[src/rtl/addsub_accumulator.sv]
// addsub_accumulator: folds a stream of add/subtract beats into an N-bit
// running accumulator and presents the batch result on a valid/ready port.
module addsub_accumulator #(
  parameter int N       = 4,
  parameter int COUNT_W = 4
) (
  input  logic               clk,
  input  logic               rst,
  input  logic               in_valid,
  output logic               in_ready,
  input  logic [N-1:0]       operand,
  input  logic               CTRL,
  input  logic               last,
  output logic               out_valid,
  input  logic               out_ready,
  output logic [N-1:0]       acc,
  output logic               cout,
  output logic               ovf,
  output logic [COUNT_W-1:0] count
);

  typedef enum logic [1:0] {
    S_IDLE,
    S_ACCUM,
    S_DONE
  } state_t;

  state_t               state_q, state_d;
  logic [N-1:0]         acc_q, acc_d;
  logic                 cout_q, cout_d;
  logic                 ovf_q, ovf_d;
  logic [COUNT_W-1:0]   count_q, count_d;
  logic                 out_valid_q, out_valid_d;

  logic [N-1:0]         opb;
  logic [N:0]           sum;
  logic                 ovf_step;
  logic [COUNT_W-1:0]   count_inc;
  logic                 accept;

  assign in_ready  = (state_q != S_DONE);
  assign accept    = in_valid && in_ready;

  assign out_valid = out_valid_q;
  assign acc       = acc_q;
  assign cout      = cout_q;
  assign ovf       = ovf_q;
  assign count     = count_q;

  // Datapath: N+1-bit add of accumulator and (possibly inverted) operand, plus
  // signed-overflow detect and saturating beat count.
  always_comb begin
    opb       = CTRL ? ~operand : operand;
    sum       = {1'b0, acc_q} + {1'b0, opb} + {{N{1'b0}}, CTRL};
    ovf_step  = (acc_q[N-1] == opb[N-1]) && (sum[N-1] != acc_q[N-1]);
    count_inc = (count_q == {COUNT_W{1'b1}}) ? count_q : count_q + COUNT_W'(1);
  end

  // Next-state and next-register computation; registers hold unless updated.
  // Accumulator state is already zero whenever IDLE is entered, so IDLE and
  // ACCUM share the same fold path.
  always_comb begin
    state_d = state_q;
    acc_d   = acc_q;
    cout_d  = cout_q;
    ovf_d   = ovf_q;
    count_d = count_q;
    case (state_q)
      S_IDLE, S_ACCUM: begin
        if (accept) begin
          acc_d   = sum[N-1:0];
          cout_d  = sum[N];
          ovf_d   = ovf_q | ovf_step;
          count_d = count_inc;
          state_d = last ? S_DONE : S_ACCUM;
        end
      end
      S_DONE: begin
        if (out_ready) begin
          acc_d   = '0;
          cout_d  = 1'b0;
          ovf_d   = 1'b0;
          count_d = '0;
          state_d = S_IDLE;
        end
      end
      default: begin
        state_d = S_IDLE;
      end
    endcase
    out_valid_d = (state_d == S_DONE);
  end

  // State and registered outputs, asynchronously cleared.
  always_ff @(posedge clk or posedge rst) begin
    if (rst) begin
      state_q     <= S_IDLE;
      acc_q       <= '0;
      cout_q      <= 1'b0;
      ovf_q       <= 1'b0;
      count_q     <= '0;
      out_valid_q <= 1'b0;
    end else begin
      state_q     <= state_d;
      acc_q       <= acc_d;
      cout_q      <= cout_d;
      ovf_q       <= ovf_d;
      count_q     <= count_d;
      out_valid_q <= out_valid_d;
    end
  end

endmodule

[config.mk]
export PLATFORM = sky130hd
export DESIGN_NAME = addsub_accumulator
export DESIGN_NICKNAME = d
export VERILOG_FILES = /design/src/rtl/addsub_accumulator.sv
export SDC_FILE = /design/constraint.sdc
export NUM_CORES = 1
export LEC_CHECK = 0
export ABC_AREA = 1
export BUFFER_PORTS_ARGS = -buffer_cell sky130_fd_sc_hd__clkbuf_2
export CAP_MARGIN = 30
export CORE_MARGIN = 1.5
export CORE_UTILIZATION = 53
export CTS_BUF_LIST = sky130_fd_sc_hd__clkbuf_4 sky130_fd_sc_hd__clkbuf_8
export DETAILED_ROUTE_END_ITERATION = 16
export PLACE_DENSITY_LB_ADDON = 0.25
export SYNTH_ARGS = -nofsm -noshare
export SYNTH_HDL_FRONTEND = slang
export SYNTH_SLANG_ARGS = --single-unit
[constraint.sdc]
create_clock -name clk -period 2.55 [get_ports clk]
set_input_delay 0.51 -clock clk [delete_from_list [all_inputs] [get_ports clk]]
set_output_delay 0.51 -clock clk [all_outputs]
set_load 0.05 [all_outputs]
### After elaboration in Yosys (flattened, before gate mapping)

Index checks and enable logic that the tools add are counted.

| cells by class | value |
|---|---|
| add/subtract/negate cells | 3 |
| eq/ne operators | 10 |
| muxes and demuxes | 16 |
| bitwise operators | 2 |
| reduce and logical (&&, ||, !) cells | 7 |

Operator list:

| cell | number |
|---|---|
| two-way mux 4 bit | 5 |
| case mux 4 bit (2 select lines) | 2 |
| inequality test 2 bit, second input constant | 4 |
| two-way mux 2 bit | 3 |
| adder 4 x 4 -> 5 bit | 1 |
| adder 5 x 1 -> 5 bit | 1 |
| adder 4 x 1 -> 4 bit, second input constant | 1 |
| == test 2 bit, second input constant | 2 |
| == test 4 bit, second input constant | 1 |
| inverter 4 bit | 1 |
| case mux 1 bit (2 select lines) | 2 |
| case mux 2 bit (2 select lines) | 1 |
| AND reduction 4 bit | 1 |
| two-way mux 1 bit | 3 |
| AND reduction 3 bit | 1 |
| == test 2 x 1 -> 1 bit, second input constant | 1 |
| logical AND 1 bit | 2 |
| logical NOT 2 bit | 1 |
| nonzero test 2 bit | 1 |
| OR reduction 2 bit | 1 |
| == test 1 bit | 1 |
| inequality test 1 bit | 1 |
| OR 1 bit | 1 |

| word-level totals | value |
|---|---|
| bits in registers | 13 |
| input bits | 10 |
| output and inout port bits | 12 |
| logic and storage cells | 44 |

### Logic depth before layout (Yosys ltp)

Gate-level depths: netlist (run 1).

| depth | value |
|---|---|
| depth in word-level cells | 9 |
| mapped depth | 10 |
| depth with buffers taken out | 10 |

### Worst setup path before layout (run 1)

No wires, ideal clock.

| timing path | value |
|---|---|
| path type | register to register |
| start | reg acc_q[0] (netlist: acc[0]) |
| end | reg acc_q[2] (netlist: acc[2]) |
| setup time | 0.121 ns |
| arrival time | 1.672 ns |
| data required time | 2.429 ns |
| slack | 0.757 ns |
| stages on the path, launching flop included | 7 |
| path buffers | 0 |
| clock period less this slack | 1.793 ns |
| cells stage by stage | dfrtp_1 inv_1 nand2_1 nand2_1 fa_1 or2_1 a22o_1 |

| on the way | value |
|---|---|
| word-level cells in the longest chain between the ends | 4 |

RTL lines:

| item | line | source |
|---|---|---|
| start: declaration | 29 | `logic [N-1:0] acc_q, acc_d;` |
| start signal: assignment | 98 | `acc_q <= '0;` |
| start signal: assignment | 105 | `acc_q <= acc_d;` |
| adder 4 x 4 -> 5 bit | 54 | `sum = {1'b0, acc_q} + {1'b0, opb} + {{N{1'b0}}, CTRL};` |
| adder 5 x 1 -> 5 bit | 54 |  |
| two-way mux 4 bit | 70 | `if (accept) begin` |
| case mux 4 bit (2 select lines) | 68 | `case (state_q)` |

No other way between the ends. The select of a mux whose other input is x is not followed.
A chain may end at the register's enable or synchronous reset.

### Worst setup path after layout (run 1)

| timing path | value |
|---|---|
| start | reg state_q[1] |
| end | out in_ready |

| on the way | value |
|---|---|
| word-level cells in the longest chain between the ends | 1 |

RTL lines:

| item | line | source |
|---|---|---|
| start: declaration | 28 | `state_t state_q, state_d;` |
| start signal: assignment | 104 | `state_q <= state_d;` |
| inequality test 2 bit | 41 | `assign in_ready = (state_q != S_DONE);` |
| end: declaration | 10 | `output logic in_ready,` |

No other way between the ends.

==> metrics list, run 1 <==
- Detailed placement finished with a half-perimeter wire length of 1.11 mm.
- The worst path uses 71.7% of the clock period.
* Final worst slack: 0.721 ns
* Total length of routed met2 wires: 667 um
- Registers are responsible for 30.8% of the overall power.
- Dominant register cell in the synthesized netlist: sky130_fd_sc_hd__dfrtp_1
- Cell internal power was estimated by the tool at 550 uW.
* Post-synthesis to final-layout area growth: 19.9%
- Achievable frequency: 0.547 GHz
- Including well taps, the total number of placed cells is 132.
* Worst endpoint required time: 2.04 ns
- After clock tree synthesis, the setup repair step added 0 buffers.
- Worst-skew pair later-pin latency: 0.27 ns
- The floorplan step defined a core boundary enclosing 1330 sq um.
* Portion of total power attributed to combinational logic: 57.7%
- The mapped netlist covers 774 sq um.
* Setup repair after global routing missed its margin: no
- Overall routed net length: 1.41 mm
- Share of power burned in the clock network: 11.5%
* Category of the worst setup path capture point: output pin
- Entering global routing, the biggest net connects 14 pins.
- Register cell area after layout: 325 sq um
* Number of cells produced by synthesis: 96
- For this run the aggregate overflow at the end of global routing stands at 0.
* # diodes: 0
* Fraction of final layout cells sized beyond drive strength 1: 26.4%
- At the pin with the least slew margin, the transition time is 0.475 ns.
* Via count of the first global-routing pass: 533
- After clock tree synthesis, the clock-pin slew on the worst setup and hold paths is 0.08 ns.
- Via count: 675
- Post-route non-filler standard cell count: 136
- Status: complete, no violations
- The floorplan step set the die height to 41.2 um.
- Residual antenna-violating net count after detailed routing: 0
- In this run the number of H-tree levels came out at 1.
- Worst R2R Setup Slack: 0.98 ns
* Switching part of the total: 53.3%
- On the final layout, the worst hold slack is 0.217 ns.
- Of all flip-flops after synthesis, the portion carrying an async set or reset was 100%.
- Register bit total from synthesis: 13
- Length of routed met3 wiring: 55 um
- Starting utilization of the core area: 58.1%
- In the routed design, unresolved DRC markers number 0.
* Max-slew violation count: 0
- In this run, synthesis inferred 0 flip-flops with an integrated enable.
- The floorplan has 13 rows.
- Global-route total usage across every layer: 19.9%
- In this run the clock root is driven by a sky130_fd_sc_hd__clkbuf_4.
- Net switching power of the design: 629 uW
- Worst Path Max Fanout: 6
- The initial antenna violation count is 0.
- Pleak: 0.000526 uW
- Setup violations remaining at the end of the flow were counted as 0.
- Quantity of gates resized following cts: 0
- Critical path arrival: 1.32 ns
- Signal routing reaches up to met4.
- Worst vdd ir: 0.000670 V
* Footprint of the multi-input gates: 385 sq um
- TritonCTS built the clock tree.
- The routed design could run at a clock period as short as 1.83 ns.
* Worst Setup Start Kind: flip-flop
- In the final timing run, aggregate negative setup slack is 0 ns.
* Count of unique library cells instantiated by Yosys: 22
- The net count of the finished layout is 137.
- Averaged over all synthesized cells, the footprint is 8.07 sq um.
- Number of filler instances in the final layout: 106
- Sequential fraction of the synthesis area: 42.0%
- Number of buffers created by CTS: 3
* Wire length per cell after detailed routing: 10.4 um
* Worst-case clock buffer depth: 2
- DP Worst Slack: 0.685 ns
* Yosys warning total: 0
- Relative slew slack: 68.3%
* Post-route clock skew: 0.00274 ns
* Max-Cap Viols: 0
- Most frequent cells in the layout: sky130_fd_sc_hd__nand2_1 (21), sky130_fd_sc_hd__clkbuf_2 (21), sky130_fd_sc_hd__inv_1 (16)
- The floorplan step defined a die boundary enclosing 1700 sq um.
* Ports: 22
* Post-synth net total: 111
* Global-route wire length before repair: 2.15 mm
* Number of DRC violations after detailed-routing iteration 0: 14
* Power per standard cell area: 1270 nW/um^2
- The clock drives 13 sinks.
- In this run the worst hold path is classified as in -> async.
- Floorplan die width: 41.2 um
* Gp weighted congestion: 0.817
- Hold buffer count at cts: 0
* Via density per instance: 4.96
- The count of buffers added on input and output ports is 21.
- The pre-antenna-repair detailed-routing pass consisted of 3 iterations.
* Detailed-routing wirelength on met1: 677 um
* Class of the most critical setup path: reg -> out
- The final hold violation count is 0.
==> sequential cells by signal, summed over array words and instances, names as in the netlist <==
register	cells
state_q	2
acc	4
ovf	1
count	4
out_valid	1
cout	1
==> cells by family (layout without fill, tap and decap cells) <==
logic type	Yosys count	count (layout)	synth area share, %
simple gates	39	39	22.8
fa+ha+maj	5	5	9.05
flops	13	13	42.0
xor+xnor	4	4	4.52
compound gates	18	18	13.4
buf+inv	17	42	8.24
==> worst max-delay path: stages, from the launching register on <==
cell,delay (ns)
sky130_fd_sc_hd__dfrtp_1,0.41
sky130_fd_sc_hd__inv_2,0.13
sky130_fd_sc_hd__nor2_4,0.05
sky130_fd_sc_hd__inv_1,0.14
sky130_fd_sc_hd__clkbuf_2,0.30
==> cell type report <==
type / count / area share [%]
timing repair buffer: 21 / 11.3
clock buffer: 4 / 3.23
multi-input combinational: 66 / 41.5
sequential: 13 / 35.0
tap: 15 / 2.02
inverter: 17 / 6.87
==> routing by layer <==
layer	up-vias	GRT usage [%]
met5	-	0
met4	0	4.84
met3	2	8.15
met2	13	30.9
met1	302	25.6
li1	358	-
==> path summary, 6_finish.rpt <==
| path | from | endpoint | cells after the start |
|---|---|---|---|
| setup / recovery | state_q[1]$_DFF_PP0_ | in_ready | 4 |
| hold / removal | rst | state_q[1]$_DFF_PP0_ | 2 |
| setup reg to reg | acc[0]$_DFFE_PP0P_ | acc[2]$_DFFE_PP0P_ | 6 |
| hold reg to reg | cout$_DFFE_PP0P_ | cout$_DFFE_PP0P_ | 2 |
| max in group asynchronous | rst | acc[0]$_DFFE_PP0P_ | 2 |
| min in group clk | last | state_q[0]$_DFF_PP0_ | 2 |
==> cell usage after synthesis, types with 2 or more instances <==
library cell	number	area (sq um)
sky130_fd_sc_hd__nand3_1	8	40.0
sky130_fd_sc_hd__o21ai_0	5	25.0
sky130_fd_sc_hd__ha_1	4	50.1
sky130_fd_sc_hd__a21oi_1	6	30.0
sky130_fd_sc_hd__dfrtp_1	13	325
sky130_fd_sc_hd__or2_1	2	12.5
sky130_fd_sc_hd__o21ai_1	2	10.0
sky130_fd_sc_hd__o22ai_1	2	12.5
sky130_fd_sc_hd__xor2_1	3	26.3
sky130_fd_sc_hd__nor2_1	4	15.0
sky130_fd_sc_hd__inv_1	16	60.1
sky130_fd_sc_hd__nand2_1	21	78.8
==> stage by stage <==
step	power, uW	cell area, sq um	utilization [%]
finish	1180	928	69.6
global route	1280	928	69.6
CTS	1190	928	69.6
detailed placement	1050	898	67.4
global placement	1040	898	67.4
floorplan	900	774	-
==> power groups by stage <==
stage | clock (uW) | sequential (uW) | combinational [uW]
final | 136 | 363 | 680
after global routing | 148 | 379 | 749
after CTS | 141 | 362 | 685
after detailed placement | 0 | 366 | 682
after global placement | 0 | 362 | 676
after floorplan | 0 | 627 | 273
No activity file was read; power rests on OpenSTA's default activity.
==> run 2, diff against run 1 <==
--- a/config.mk
+++ b/config.mk
@@ -9,7 +9,7 @@
 export BUFFER_PORTS_ARGS = -buffer_cell sky130_fd_sc_hd__clkbuf_2
 export CAP_MARGIN = 30
 export CORE_MARGIN = 1.5
-export CORE_UTILIZATION = 53
+export CORE_UTILIZATION = 52
 export CTS_BUF_LIST = sky130_fd_sc_hd__clkbuf_4 sky130_fd_sc_hd__clkbuf_8
 export DETAILED_ROUTE_END_ITERATION = 16
 export PLACE_DENSITY_LB_ADDON = 0.25
==> constraint.sdc (replaced) <==
create_clock -name clk -period 1.8 [get_ports clk]
set_input_delay 0.36 -clock clk [delete_from_list [all_inputs] [get_ports clk]]
set_output_delay 0.36 -clock clk [all_outputs]
set_load 0.05 [all_outputs]
==> metrics list, run 2 (same netlist as run 1, synthesis figures left out) <==
- The leakage power of the design came to 0.000526 uW (unchanged).
* Worst-Margin Slew: 0.479 ns (+0.00432 ns)
- The core box area is 1350 sq um (+1.2%).
- TritonCTS built the clock tree.
* Worst-case clock buffer depth: 2 (unchanged)
* Total Nets Final: 137 (unchanged)
* H-tree Lvls: 1 (unchanged)
- Final critical-path share of the clock period: 93.3%
* HP Class: in -> async
- Launch point of the worst reg-to-reg path: acc[0]$_DFFE_PP0P_
* Largest net degree at the start of global routing: 14 (unchanged)
- Final total power: 1690 uW (+43%)
* Global-route wire length before repair: 2.65 mm (+23%)
- Status: complete, no violations
- The area enclosed by the die boundary was 1730 sq um (+1.8%).
- The number of pins with negative max-slew slack in the final report was 0 (unchanged).
* Cell count after placement: 132 (unchanged)
- Residual antenna-violating net count after detailed routing: 0 (unchanged)
- Start point of the critical path: state_q[1]$_DFF_PP0_
- Quantity of gates resized following cts: 0 (unchanged)
* Power per standard cell area: 1820 nW/um^2 (+43%)
- Starting utilization of the core area: 57.4% (-0.70 points)
* Via count of the first global-routing pass: 662 (+24%)
- The tree is rooted in a sky130_fd_sc_hd__clkbuf_4.
* Register clock-pin slew on the reported worst setup and hold paths: 0.08 ns (about the same)
* Hold slack final: 0.0625 ns (-0.155 ns)
- The die height is 41.6 um (+0.89%).
- The signed area change from the synthesized netlist to the final layout came to 19.9% (unchanged).
* Setup violation total in the final timing report: 0 (unchanged)
- The clock net sink count was 13 (unchanged).
- The number of antenna repair diodes is 0 (unchanged).
* Estimated wirelength of the detail-placed design: 1.23 mm (+11%)
- Ports: 22 (unchanged)
- Number of buffers created by CTS: 3 (unchanged)
* Wire length per cell after detailed routing: 11.1 um (+6.8%)
* Overall routed net length: 1.51 mm (+6.8%)
- Post-route clock skew: 0.00244 ns (-0.000295 ns)
* Minimum clock period: 1.68 ns
- The ratio of routed vias to standard cells is 5.21 (+4.9%).
- The final-layout setup total negative slack is 0 ns (unchanged).
- Fraction of final layout cells sized beyond drive strength 1: 26.4% (unchanged)
- The leftover overflow at the end of global routing is 0 (unchanged).
- Relative slew slack: 68.0% (-0.29 points)
* Worst vdd ir: 0.000970 V (+45%)
- The horizontal die dimension came to 41.6 um (+0.89%).
- The data required time of the critical path came to 1.44 ns (-0.60 ns).
- Global-route total usage across every layer: 20.1% (+0.14 points)
- Critical path arrival: 1.32 ns (about the same)
* Post-route non-filler standard cell count: 136 (unchanged)
* Number of remaining DRC errors: 0 (unchanged)
- The initial antenna violation count came to 0 (unchanged).
* Class of the most critical setup path: reg -> out
* Final hold viol count: 0 (unchanged)
- Based on the critical path, the design can be clocked at up to 0.595 GHz.
- The library cells used most frequently in the layout, excluding fill and tap cells, are sky130_fd_sc_hd__nand2_1 (21), sky130_fd_sc_hd__clkbuf_2 (21), sky130_fd_sc_hd__inv_1 (16).
- The total number of placement rows was 13 (unchanged).
* Category of the worst setup path capture point: output pin
- The number of DRC markers in iteration 0 was 3 (-11).
- The number of search-and-repair iterations in the first detailed-routing pass was 4 (+1).
- Buffers inserted by post-CTS timing repair: 0 (unchanged)
* Via count: 708 (+4.9%)
* Quantity of I/O buffers inserted on ports: 21 (unchanged)
- Worst-skew pair later-pin latency: 0.28 ns (about the same)
- Worst Setup Start Kind: flip-flop
- Max-Cap Viols: 0 (unchanged)
- The routability congestion estimate from global placement was 0.772 (-5.5%).
* Setup repair after global routing missed its margin: no
- The highest fanout seen on the critical path was 6 (unchanged).
* Hold buffer count at cts: 0 (unchanged)
[run 2: metrics by stage]
step | setup WS [ns] | util [%] | area [sq um]
after floorplan | 0.00715 | - | 774
after global placement | 0.140 | 66.5 | 898
after detailed placement | 0.0662 | 66.5 | 898
after CTS | 0.137 | 68.8 | 928
after global routing | 0.0616 | 68.8 | 928
final | 0.120 | 68.8 | 928
[run 2: layout make-up]
type	count	area [sq um]
clock buffer	4	30.0
fill	123	422
inverter	17	63.8
multi-input combinational	66	385
sequential	13	325
tap	15	18.8
timing repair buffer	21	105
[run 2: where the power goes]
group          switching [uW]  leakage, uW  internal, uW
Sequential                109     0.000162           406
Combinational             699     0.000346           274
Clock                     102    0.0000184           101
[run 2: critical path, stage by stage, from the launching register on]
cell and delay, ns:
sky130_fd_sc_hd__dfrtp_1 0.42, sky130_fd_sc_hd__inv_2 0.13, sky130_fd_sc_hd__nor2_4 0.06, sky130_fd_sc_hd__inv_1 0.13
sky130_fd_sc_hd__clkbuf_2 0.30
[run 2: worst paths after layout]
kind                       slack [ns]                   end  depth (start not counted)
max                              0.12              in_ready                          4
min                              0.06  count[0]$_DFFE_PP0P_                          2
max reg2reg                      0.22      cout$_DFFE_PP0P_                          8
min reg2reg                      0.50      cout$_DFFE_PP0P_                          2
max in group asynchronous        1.41    acc[2]$_DFFE_PP0P_                          2
min in group clk                 0.29  state_q[0]$_DFF_PP0_                          2
[run 2: routing by layer]
layer	global-route usage [%]	share of wire, %
met1	24.4	45
met2	33.8	50
met3	5.22	3.2
met4	7.74	1.4
met5	0	0
